File: src/rtl/reg_scoreboard_pkg.sv
// Shared constants for the register scoreboard and its per-register counters.
package reg_scoreboard_pkg;

    localparam int unsigned REG_ADDR_W   = 4;
    localparam int unsigned NUM_REGS_DEF = 16;
    localparam int unsigned INFLIGHT_W   = 5;

    // Architectural register indices with special roles.
    localparam logic [REG_ADDR_W-1:0] PC = 4'd15;
    localparam logic [REG_ADDR_W-1:0] LR = 4'd14;
    localparam logic [REG_ADDR_W-1:0] SP = 4'd13;

endpackage

File: src/rtl/sb_counter.sv
// Pending-write counter for one register: up on issue, down on write-back,
// holds at its limits and flags a write-back that finds it already empty.
module sb_counter #(
    parameter int unsigned CNT_W = 2
) (
    input  logic             clk,
    input  logic             rst,
    input  logic             inc,
    input  logic             dec,
    output logic [CNT_W-1:0] count,
    output logic             nonzero,
    output logic             underflow
);

    localparam logic [CNT_W-1:0] CNT_MAX = '1;
    localparam logic [CNT_W-1:0] CNT_ONE = CNT_W'(1);

    logic [CNT_W-1:0] count_q, count_d;

    // Next count: simultaneous inc and dec cancel; never wrap past either end.
    always_comb begin
        count_d = count_q;
        if (inc && !dec) begin
            if (count_q != CNT_MAX) count_d = count_q + CNT_ONE;
        end else if (dec && !inc) begin
            if (count_q != '0) count_d = count_q - CNT_ONE;
        end
    end

    // Count register, cleared asynchronously.
    always_ff @(posedge clk or posedge rst) begin
        if (rst) count_q <= '0;
        else     count_q <= count_d;
    end

    assign count     = count_q;
    assign nonzero   = (count_q != '0);
    assign underflow = dec && (count_q == '0);

endmodule

File: src/rtl/reg_scoreboard.sv
// Register scoreboard: counts writes in flight between issue and write-back
// and stalls ID while an instruction's sources (or its dest counter) are busy.
module reg_scoreboard
    import reg_scoreboard_pkg::*;
#(
    parameter int unsigned NUM_REGS  = NUM_REGS_DEF,
    parameter int unsigned CNT_W     = 2,
    parameter bit          WB_BYPASS = 1'b1
) (
    input  logic                  clk,
    input  logic                  rst,
    input  logic                  issue_valid,
    input  logic                  issue_wb_en,
    input  logic [REG_ADDR_W-1:0] issue_dest,
    input  logic [REG_ADDR_W-1:0] issue_src1,
    input  logic [REG_ADDR_W-1:0] issue_src2,
    input  logic                  issue_two_src,
    input  logic                  issue_kill,
    input  logic [REG_ADDR_W-1:0] Dest_wb,
    input  logic                  writeBackEn,
    output logic                  hazard,
    output logic                  issue_accept,
    output logic [NUM_REGS-1:0]   pending_mask,
    output logic [INFLIGHT_W-1:0] inflight,
    output logic                  err_underflow
);

    localparam int unsigned      ADDR_SPAN = 2 ** REG_ADDR_W;
    localparam logic [CNT_W-1:0] CNT_MAX   = '1;
    localparam logic [CNT_W-1:0] CNT_ONE   = CNT_W'(1);

    // Padded to the full address space so any 4-bit index reads a defined 0.
    logic [CNT_W-1:0]      cnt_ext [ADDR_SPAN];
    logic [NUM_REGS-1:0]   uflow_vec;
    logic                  inc;
    logic                  dec_eff;
    logic                  pend1, pend2, full;
    logic [INFLIGHT_W-1:0] inflight_q;
    logic                  err_q;

    assign inc     = issue_accept && issue_wb_en;
    // Padded entries read 0, so out-of-range write-backs never count here.
    assign dec_eff = writeBackEn && (cnt_ext[Dest_wb] != '0);

    for (genvar r = 0; r < ADDR_SPAN; r++) begin : g_reg
        if (r < NUM_REGS) begin : g_cnt
            logic inc_r, dec_r;
            assign inc_r = inc && (issue_dest == REG_ADDR_W'(r));
            assign dec_r = writeBackEn && (Dest_wb == REG_ADDR_W'(r));
            sb_counter #(
                .CNT_W(CNT_W)
            ) u_cnt (
                .clk      (clk),
                .rst      (rst),
                .inc      (inc_r),
                .dec      (dec_r),
                .count    (cnt_ext[r]),
                .nonzero  (pending_mask[r]),
                .underflow(uflow_vec[r])
            );
        end else begin : g_pad
            assign cnt_ext[r] = '0;
        end
    end

    // Source pending / dest-full checks against pre-increment counts.
    always_comb begin
        pend1 = (cnt_ext[issue_src1] != '0);
        pend2 = (cnt_ext[issue_src2] != '0);
        // Last outstanding write landing this cycle reaches the file before use.
        if (WB_BYPASS && writeBackEn && (Dest_wb == issue_src1) &&
            (cnt_ext[issue_src1] == CNT_ONE)) begin
            pend1 = 1'b0;
        end
        if (WB_BYPASS && writeBackEn && (Dest_wb == issue_src2) &&
            (cnt_ext[issue_src2] == CNT_ONE)) begin
            pend2 = 1'b0;
        end
        full = issue_wb_en && (cnt_ext[issue_dest] == CNT_MAX) &&
               !(writeBackEn && (Dest_wb == issue_dest));
        hazard       = !rst && issue_valid && (pend1 || (issue_two_src && pend2) || full);
        issue_accept = issue_valid && !hazard && !issue_kill;
    end

    // Total in-flight writes; only write-backs that find a pending entry count.
    always_ff @(posedge clk or posedge rst) begin
        if (rst) inflight_q <= '0;
        else     inflight_q <= inflight_q + INFLIGHT_W'(inc) - INFLIGHT_W'(dec_eff);
    end

    // Sticky underflow flag, cleared only by reset.
    always_ff @(posedge clk or posedge rst) begin
        if (rst)             err_q <= 1'b0;
        else if (|uflow_vec) err_q <= 1'b1;
    end

    assign inflight      = inflight_q;
    assign err_underflow = err_q;

endmodule

File: config.mk
export PLATFORM = sky130hd
export DESIGN_NAME = reg_scoreboard
export DESIGN_NICKNAME = d
export VERILOG_FILES = /design/src/rtl/reg_scoreboard_pkg.sv /design/src/rtl/sb_counter.sv /design/src/rtl/reg_scoreboard.sv
export SDC_FILE = /design/constraint.sdc
export NUM_CORES = 1
export LEC_CHECK = 0
export ABC_AREA = 1
export BUFFER_PORTS_ARGS = -buffer_cell sky130_fd_sc_hd__buf_2
export CORE_AREA = 2 2 110 112
export DETAILED_ROUTE_END_ITERATION = 10
export DIE_AREA = 0 0 112 114
export GPL_ROUTABILITY_DRIVEN = 0
export PLACE_DENSITY = 0.61
export SYNTH_ARGS = -nofsm -noshare
export SYNTH_HDL_FRONTEND = slang
export SYNTH_HIERARCHICAL = 1
export SYNTH_SLANG_ARGS = --single-unit
File: constraint.sdc
create_clock -name clk -period 3.2 [get_ports clk]
set_clock_uncertainty 0.05 [all_clocks]
set_input_delay 0.64 -clock clk [delete_from_list [all_inputs] [get_ports clk]]
set_output_delay 0.64 -clock clk [all_outputs]
set_load 0.005 [all_outputs]
## Word-level counts from Yosys, hierarchy flattened

Cells that the tools add are included.

| word-level totals | value |
|---|---|
| register bits after elaboration | 38 |
| output and inout bits | 24 |
| word-level logic and storage cells | 424 |

| cells by class | value |
|---|---|
| add/subtract/negate cells | 34 |
| magnitude comparators | 4 |
| eq/ne operators | 68 |
| multiplexer cells | 78 |
| bitwise gates (word level) | 4 |
| reductions and logical operators | 218 |

Operator list:

| cell | number |
|---|---|
| 2-bit 2-to-1 mux | 72 |
| 2-bit nonzero test | 51 |
| 1-bit logical AND | 94 |
| 4-bit equality test, second input constant | 16 |
| 2-bit != test, second input constant | 32 |
| 3-bit AND reduction | 16 |
| 1-bit zero test | 36 |
| 2-bit by 1-bit adder with 2-bit output, second input constant | 16 |
| 2-bit binary-select mux with 4-bit select | 4 |
| 4-bit by 3-bit equality test with 1-bit output, second input constant | 8 |
| 2-bit zero test | 16 |
| 2-bit by 1-bit subtractor with 2-bit output, second input constant | 16 |
| 5-bit greater-or-equal comparator, second input constant | 4 |
| 4-bit inverter with 5-bit output | 4 |
| 4-bit by 2-bit equality test with 1-bit output, second input constant | 4 |
| 16-bit OR reduction | 1 |
| 4-bit equality test | 3 |
| 4-bit by 1-bit equality test with 1-bit output, second input constant | 2 |
| 4-bit zero test | 2 |
| 5-bit by 1-bit adder with 5-bit output | 1 |
| 5-bit by 1-bit subtractor with 5-bit output | 1 |
| 2-bit by 1-bit equality test with 1-bit output, second input constant | 2 |
| 2-bit equality test, second input constant | 1 |
| 1-bit logical OR | 2 |
| 1-bit 2-to-1 mux | 2 |

## Depth between registers and ports, before layout

| logic depth | value |
|---|---|
| word-level depth | 20 |
| depth in mapped cells | 23 |
| gate-level depth less buffers | 21 |

## Cells and area by module

The synthesis kept the hierarchy.

Modules (own cells, without submodules):

| module | times used | cells an instance | area an instance (um^2) |
|---|---|---|---|
| sb_counter | 16 | 20 | 151.4 |
| reg_scoreboard | 1 | 439 | 2134.5 |

## Least setup slack after synthesis

No wires, ideal clock.

| timing | value |
|---|---|
| path type | input to register |
| start point | input port issue_src1[1] |
| end point | register inflight_q[4] (netlist: inflight[4]) |
| arrival | 3.057 ns |
| setup slack | -0.035 ns |
| stages on the path | 20 |
| path through | buf_2 -> inv_1 -> nand3_1 -> nand3_1 -> nand2_1 -> nand2_1 -> nand2_1 -> a21oi_2 -> nand3_1 -> nand2_2 -> nand3_4 -> buf_6 -> ha_1 -> inv_1 -> ha_1 -> inv_1 -> fa_1 -> o21ai_0 -> a21oi_1 -> xor2_1 |

| on the way | value |
|---|---|
| longest elaborated chain between the ends | 16 |
| elaborated cells between the ends (all ways) | 19 |

Ends and longest elaborated chain:

| element | line | source |
|---|---|---|
| from (decl) | reg_scoreboard.sv:15 | `input logic [REG_ADDR_W-1:0] issue_src1,` |
| 4-bit inverter with 5-bit output (implied by the code) | reg_scoreboard.sv:68, reg_scoreboard.sv:72 |  |
| 2-bit binary-select mux with 4-bit select | reg_scoreboard.sv:68, reg_scoreboard.sv:72 |  |
| 2-bit 2-to-1 mux (implied by the code) (2 in series) | reg_scoreboard.sv:68, reg_scoreboard.sv:72 |  |
| 2-bit by 1-bit equality test with 1-bit output | reg_scoreboard.sv:72 | `(cnt_ext[issue_src1] == CNT_ONE)) begin` |
| 1-bit logical AND | reg_scoreboard.sv:71 | `if (WB_BYPASS && writeBackEn && (Dest_wb == issue_src1) &&` |
| 1-bit 2-to-1 mux * | reg_scoreboard.sv:71 |  |
| 1-bit logical OR * (2 in series) | reg_scoreboard.sv:81 | `hazard = !rst && issue_valid && (pend1 \|\| (issue_two_src && pend2) \|\| full);` |
| 1-bit logical AND * | reg_scoreboard.sv:81 |  |
| 1-bit zero test * | reg_scoreboard.sv:82 | `issue_accept = issue_valid && !hazard && !issue_kill;` |
| 1-bit logical AND * (2 in series) | reg_scoreboard.sv:82 |  |
| 1-bit logical AND * | reg_scoreboard.sv:41 | `assign inc = issue_accept && issue_wb_en;` |
| 5-bit by 1-bit adder with 5-bit output * | reg_scoreboard.sv:88 | `else inflight_q <= inflight_q + INFLIGHT_W'(inc) - INFLIGHT_W'(dec_eff);` |
| 5-bit by 1-bit subtractor with 5-bit output * | reg_scoreboard.sv:88 |  |
| to (signal assigned) | reg_scoreboard.sv:88 |  |
| to (decl) | reg_scoreboard.sv:38 | `logic [INFLIGHT_W-1:0] inflight_q;` |

Every way passes the cells marked *; elsewhere a longest branch is shown, timed or not. The select of a mux whose other input is x is not followed.
A chain may end at the register's enable or synchronous reset.

## Worst setup path after layout

| timing | value |
|---|---|
| start point | input port issue_dest[0] |
| end point | register inflight_q[4] (netlist: inflight[4]) |

| on the way | value |
|---|---|
| longest elaborated chain between the ends | 15 |
| elaborated cells between the ends (all ways) | 18 |

Ends and longest elaborated chain:

| element | line | source |
|---|---|---|
| from (decl) | reg_scoreboard.sv:14 | `input logic [REG_ADDR_W-1:0] issue_dest,` |
| 4-bit inverter with 5-bit output (implied by the code) | reg_scoreboard.sv:79 | `full = issue_wb_en && (cnt_ext[issue_dest] == CNT_MAX) &&` |
| 2-bit binary-select mux with 4-bit select | reg_scoreboard.sv:79 |  |
| 2-bit 2-to-1 mux (implied by the code) (2 in series) | reg_scoreboard.sv:79 |  |
| 2-bit equality test | reg_scoreboard.sv:79 |  |
| 1-bit logical AND | reg_scoreboard.sv:79 |  |
| 1-bit logical AND * | reg_scoreboard.sv:79 |  |
| 1-bit logical OR * | reg_scoreboard.sv:81 |  |
| 1-bit logical AND * | reg_scoreboard.sv:81 |  |
| 1-bit zero test * | reg_scoreboard.sv:82 |  |
| 1-bit logical AND * (2 in series) | reg_scoreboard.sv:82 |  |
| 1-bit logical AND * | reg_scoreboard.sv:41 |  |
| 5-bit by 1-bit adder with 5-bit output * | reg_scoreboard.sv:88 |  |
| 5-bit by 1-bit subtractor with 5-bit output * | reg_scoreboard.sv:88 |  |

Marks and branches as above.

==> metrics.yaml <==
die-area_um2: 12800
drt-initial-drc-count: 395
drt_pass1_iterations: 5
regArea_um2: 951
grt_pass1_wl_mm: 22.2
htreeDepth: 2
synth_xor_area_share_pct: 1.35
yosys.area_share.adder_pct: 1.81
status: "finished, final reports clean"
cts_setup_buffers: 0
vias: 4808
placed_area_um2: 5320
cts_tree: "done"
cp_max_fo: 18
clockBufferDepth: 2
irDropWorstVdd_uv: 433
hold_viol: 0
worstPathArrival_ns: 3.13
die_h_um: 114
min_period_ns: 3.01
drt-total-wl_mm: 13.8
ctsHoldBuffers: 0
synthMuxAreaShare_pct: 0
r2r_cells: 20
synth_top_family_by_area: "simple AND/OR/NAND/NOR gates"
r2r_end: "inflight[4]"
drc: 0
yosysWarnings: 6
crit_required_ns: 3.32
antenna_found_initial: 0
clk_latency_ns: 0.29
boundaryPins: 47
crit_path_start_kind: "input pin"
leakagePower_nw: 2.75
synth_area_um2: 4560
dp.cells: 994
clock_sink_count: 38
drtAntennaViolNets: 0
cts_buffers: 5
initial_core_util_pct: 38.9
netlist_instances: 759
area_delta_synth_final_pct: 20.3
grt.total_usage_pct: 21.7
hold_class: "input pin to asynchronous set/reset pin"
hold_slack_ns: 0.434
multi_input_area_um2: 2980
postSynthAreaPerCell_um2: 6.00
post-route-period-util_pct: 93.9
grt.busiest_layer: "met2"
fmax_mhz: 333
antenna_cells: 0
grt_use_met2_pct: 35.9
power_density_nw_per_um2: 532
clkTransAtPathRegs_ns: 0.06
drive_gt1_share_pct: 27.3
rows: 40
synth_edf_count: 0
maxSlewViolCount: 0
synth-seq-area-share_pct: 20.9
synth_fp_nets: 788
end_kind: "register"
fp.coreArea_um2: 11700
r2r-start: "g_reg[14].g_cnt.u_cnt/count[1]"
maxCapViolations: 0
synth.distinct_cells: 32
worst_pin_slew_ns: 0.430
yosys.area_share.simple_pct: 55.0
portBuffers: 46
max_slew_margin_pct: 71.3
crit_type: "input pin to register"
yosys_most_used_dff: "dfrtp_1"
fin_setup_tns_ns: 0
postLayoutCellArea_um2: 5480
synth-compound-area-share_pct: 6.97
grt_max_degree: 19
async_flop_share_pct: 100
met3_usage_pct: 2.44
nFillCells: 1278
route.detailed.wl_per_inst_um: 13.7
via_per_inst: 4.80
p_total_mw: 2.92
cts-root-buf: "clkbuf_16"
ys_ff_latch: 38
setup_viol: 0
ff2ff_setup_slack_ns: 0.31
nets: 883
grt_overflow_total: 0
fin_cells: 1002
die_w_um: 112
grt_pass1_vias: 4469
dp_hpwl_mm: 11.0
use_met1_pct: 31.3
==> cell usage in the layout (no fill, tap or decap), types with 17 or more instances in the layout <==
cell type	netlist	routed
dfrtp_1	38	38
o21ai_0	22	21
buf_2	7	45
inv_2	38	39
nand3_1	62	61
nor2_1	58	58
nand2_2	17	17
nand2_1	292	292
inv_1	97	96
buf_4	3	56
nand3_4	17	17
==> through the flow <==
stage | worst slack, ns | util (%)
final | 0.194 | 46.8
after global routing | -0.0116 | 46.8
after CTS | 0.0631 | 46.7
after detailed placement | -0.239 | 45.4
after global placement | -0.168 | 45.4
after floorplan | 0.00555 | -
==> per-layer routing <==
layer | vias to the layer above | routed length, µm
met1 | 2154 | 6620
met2 | 148 | 6240
li1 | 2500 | -
met4 | 0 | 88
met3 | 6 | 810
met5 | - | 0
==> how the worst max path moves through the flow <==
stage	start	to	slack, ns
3_3_place_gp	issue_dest[0]	inflight[4]	-0.17
4_1_cts	issue_dest[0]	inflight[4]	0.06
2_1_floorplan	issue_dest[1]	inflight[4]	0.006
6_report	issue_dest[0]	inflight[4]	0.19
5_1_grt	issue_dest[0]	inflight[4]	-0.01
3_5_place_dp	issue_dest[0]	inflight[4]	-0.24
==> repair_timing <==
action / 4_1_cts / 5_1_grt
setup endpoints to repair: 0 / 2
endpoints found under the hold margin: 0 / 0
gates resized for setup: 0 / 6
==> cell families (layout without fill, tap and decap cells) <==
family	Yosys count	in the layout
adder cells (fa/ha/maj)	6	6
flip-flops	38	38
AO/OA/AOI/OAI	59	59
buffers and inverters	152	248
AND/OR/NAND/NOR	497	497
XOR/XNOR	7	7
==> cells in the mapped netlist (2+ instances only) <==
library cell | n | area (µm²)
nor2_2 | 11 | 68.8
buf_2 | 7 | 35.0
buf_6 | 6 | 67.6
xor2_1 | 3 | 26.3
o21ai_1 | 16 | 80.1
xnor2_1 | 4 | 35.0
o22ai_1 | 2 | 12.5
a41oi_1 | 2 | 17.5
nor4_1 | 4 | 25.0
inv_1 | 97 | 364
inv_2 | 38 | 143
buf_4 | 3 | 22.5
nand2_4 | 16 | 180
nand2_1 | 292 | 1100
ha_1 | 5 | 62.6
nand3_4 | 17 | 298
nor3_1 | 2 | 10.0
o21ai_0 | 22 | 110
a21oi_1 | 12 | 60.1
nand2_2 | 17 | 106
nand3_1 | 62 | 310
dfrtp_1 | 38 | 951
o211ai_1 | 2 | 15.0
nor2_4 | 16 | 180
nor2_1 | 58 | 218
==> critical path, stage by stage <==
cell and delay [ns]:
buf_4 0.17, buf_4 0.15, nand2_1 0.05, o21ai_0 0.08
nand2_1 0.07, nand2_1 0.05, nand2_1 0.06, nand2_1 0.05
inv_1 0.05, nand2_1 0.04, nand3_1 0.12, nand3_1 0.11
nand2_2 0.10, nand3_4 0.08, ha_1 0.28, inv_1 0.08
ha_2 0.18, inv_1 0.06, fa_2 0.35, o21ai_2 0.13
a21oi_1 0.08, xor2_1 0.14
==> final cells by class <==
class                      instances  area share, %
inverter                         136           9.36
sequential                        38           17.3
tap                              147           3.35
clock buffer                       7           2.60
clock inverter                     1         0.0913
timing repair buffer             104           12.9
multi-input combinational        569           54.4
==> where the power goes <==
| group | switching (mW) | internal (mW) |
|---|---|---|
| clock network | 0.196 | 0.309 |
| registers | 0.298 | 0.633 |
| logic | 0.867 | 0.614 |
| total | 1.36 | 1.56 |
==> sequential cells by signal, summed over array words and instances (netlist names) <==
signal	flops
g.g_cnt.u_cnt/count	32
inflight	5
err_underflow	1
Note: power is estimated with default switching activity, not from simulation.
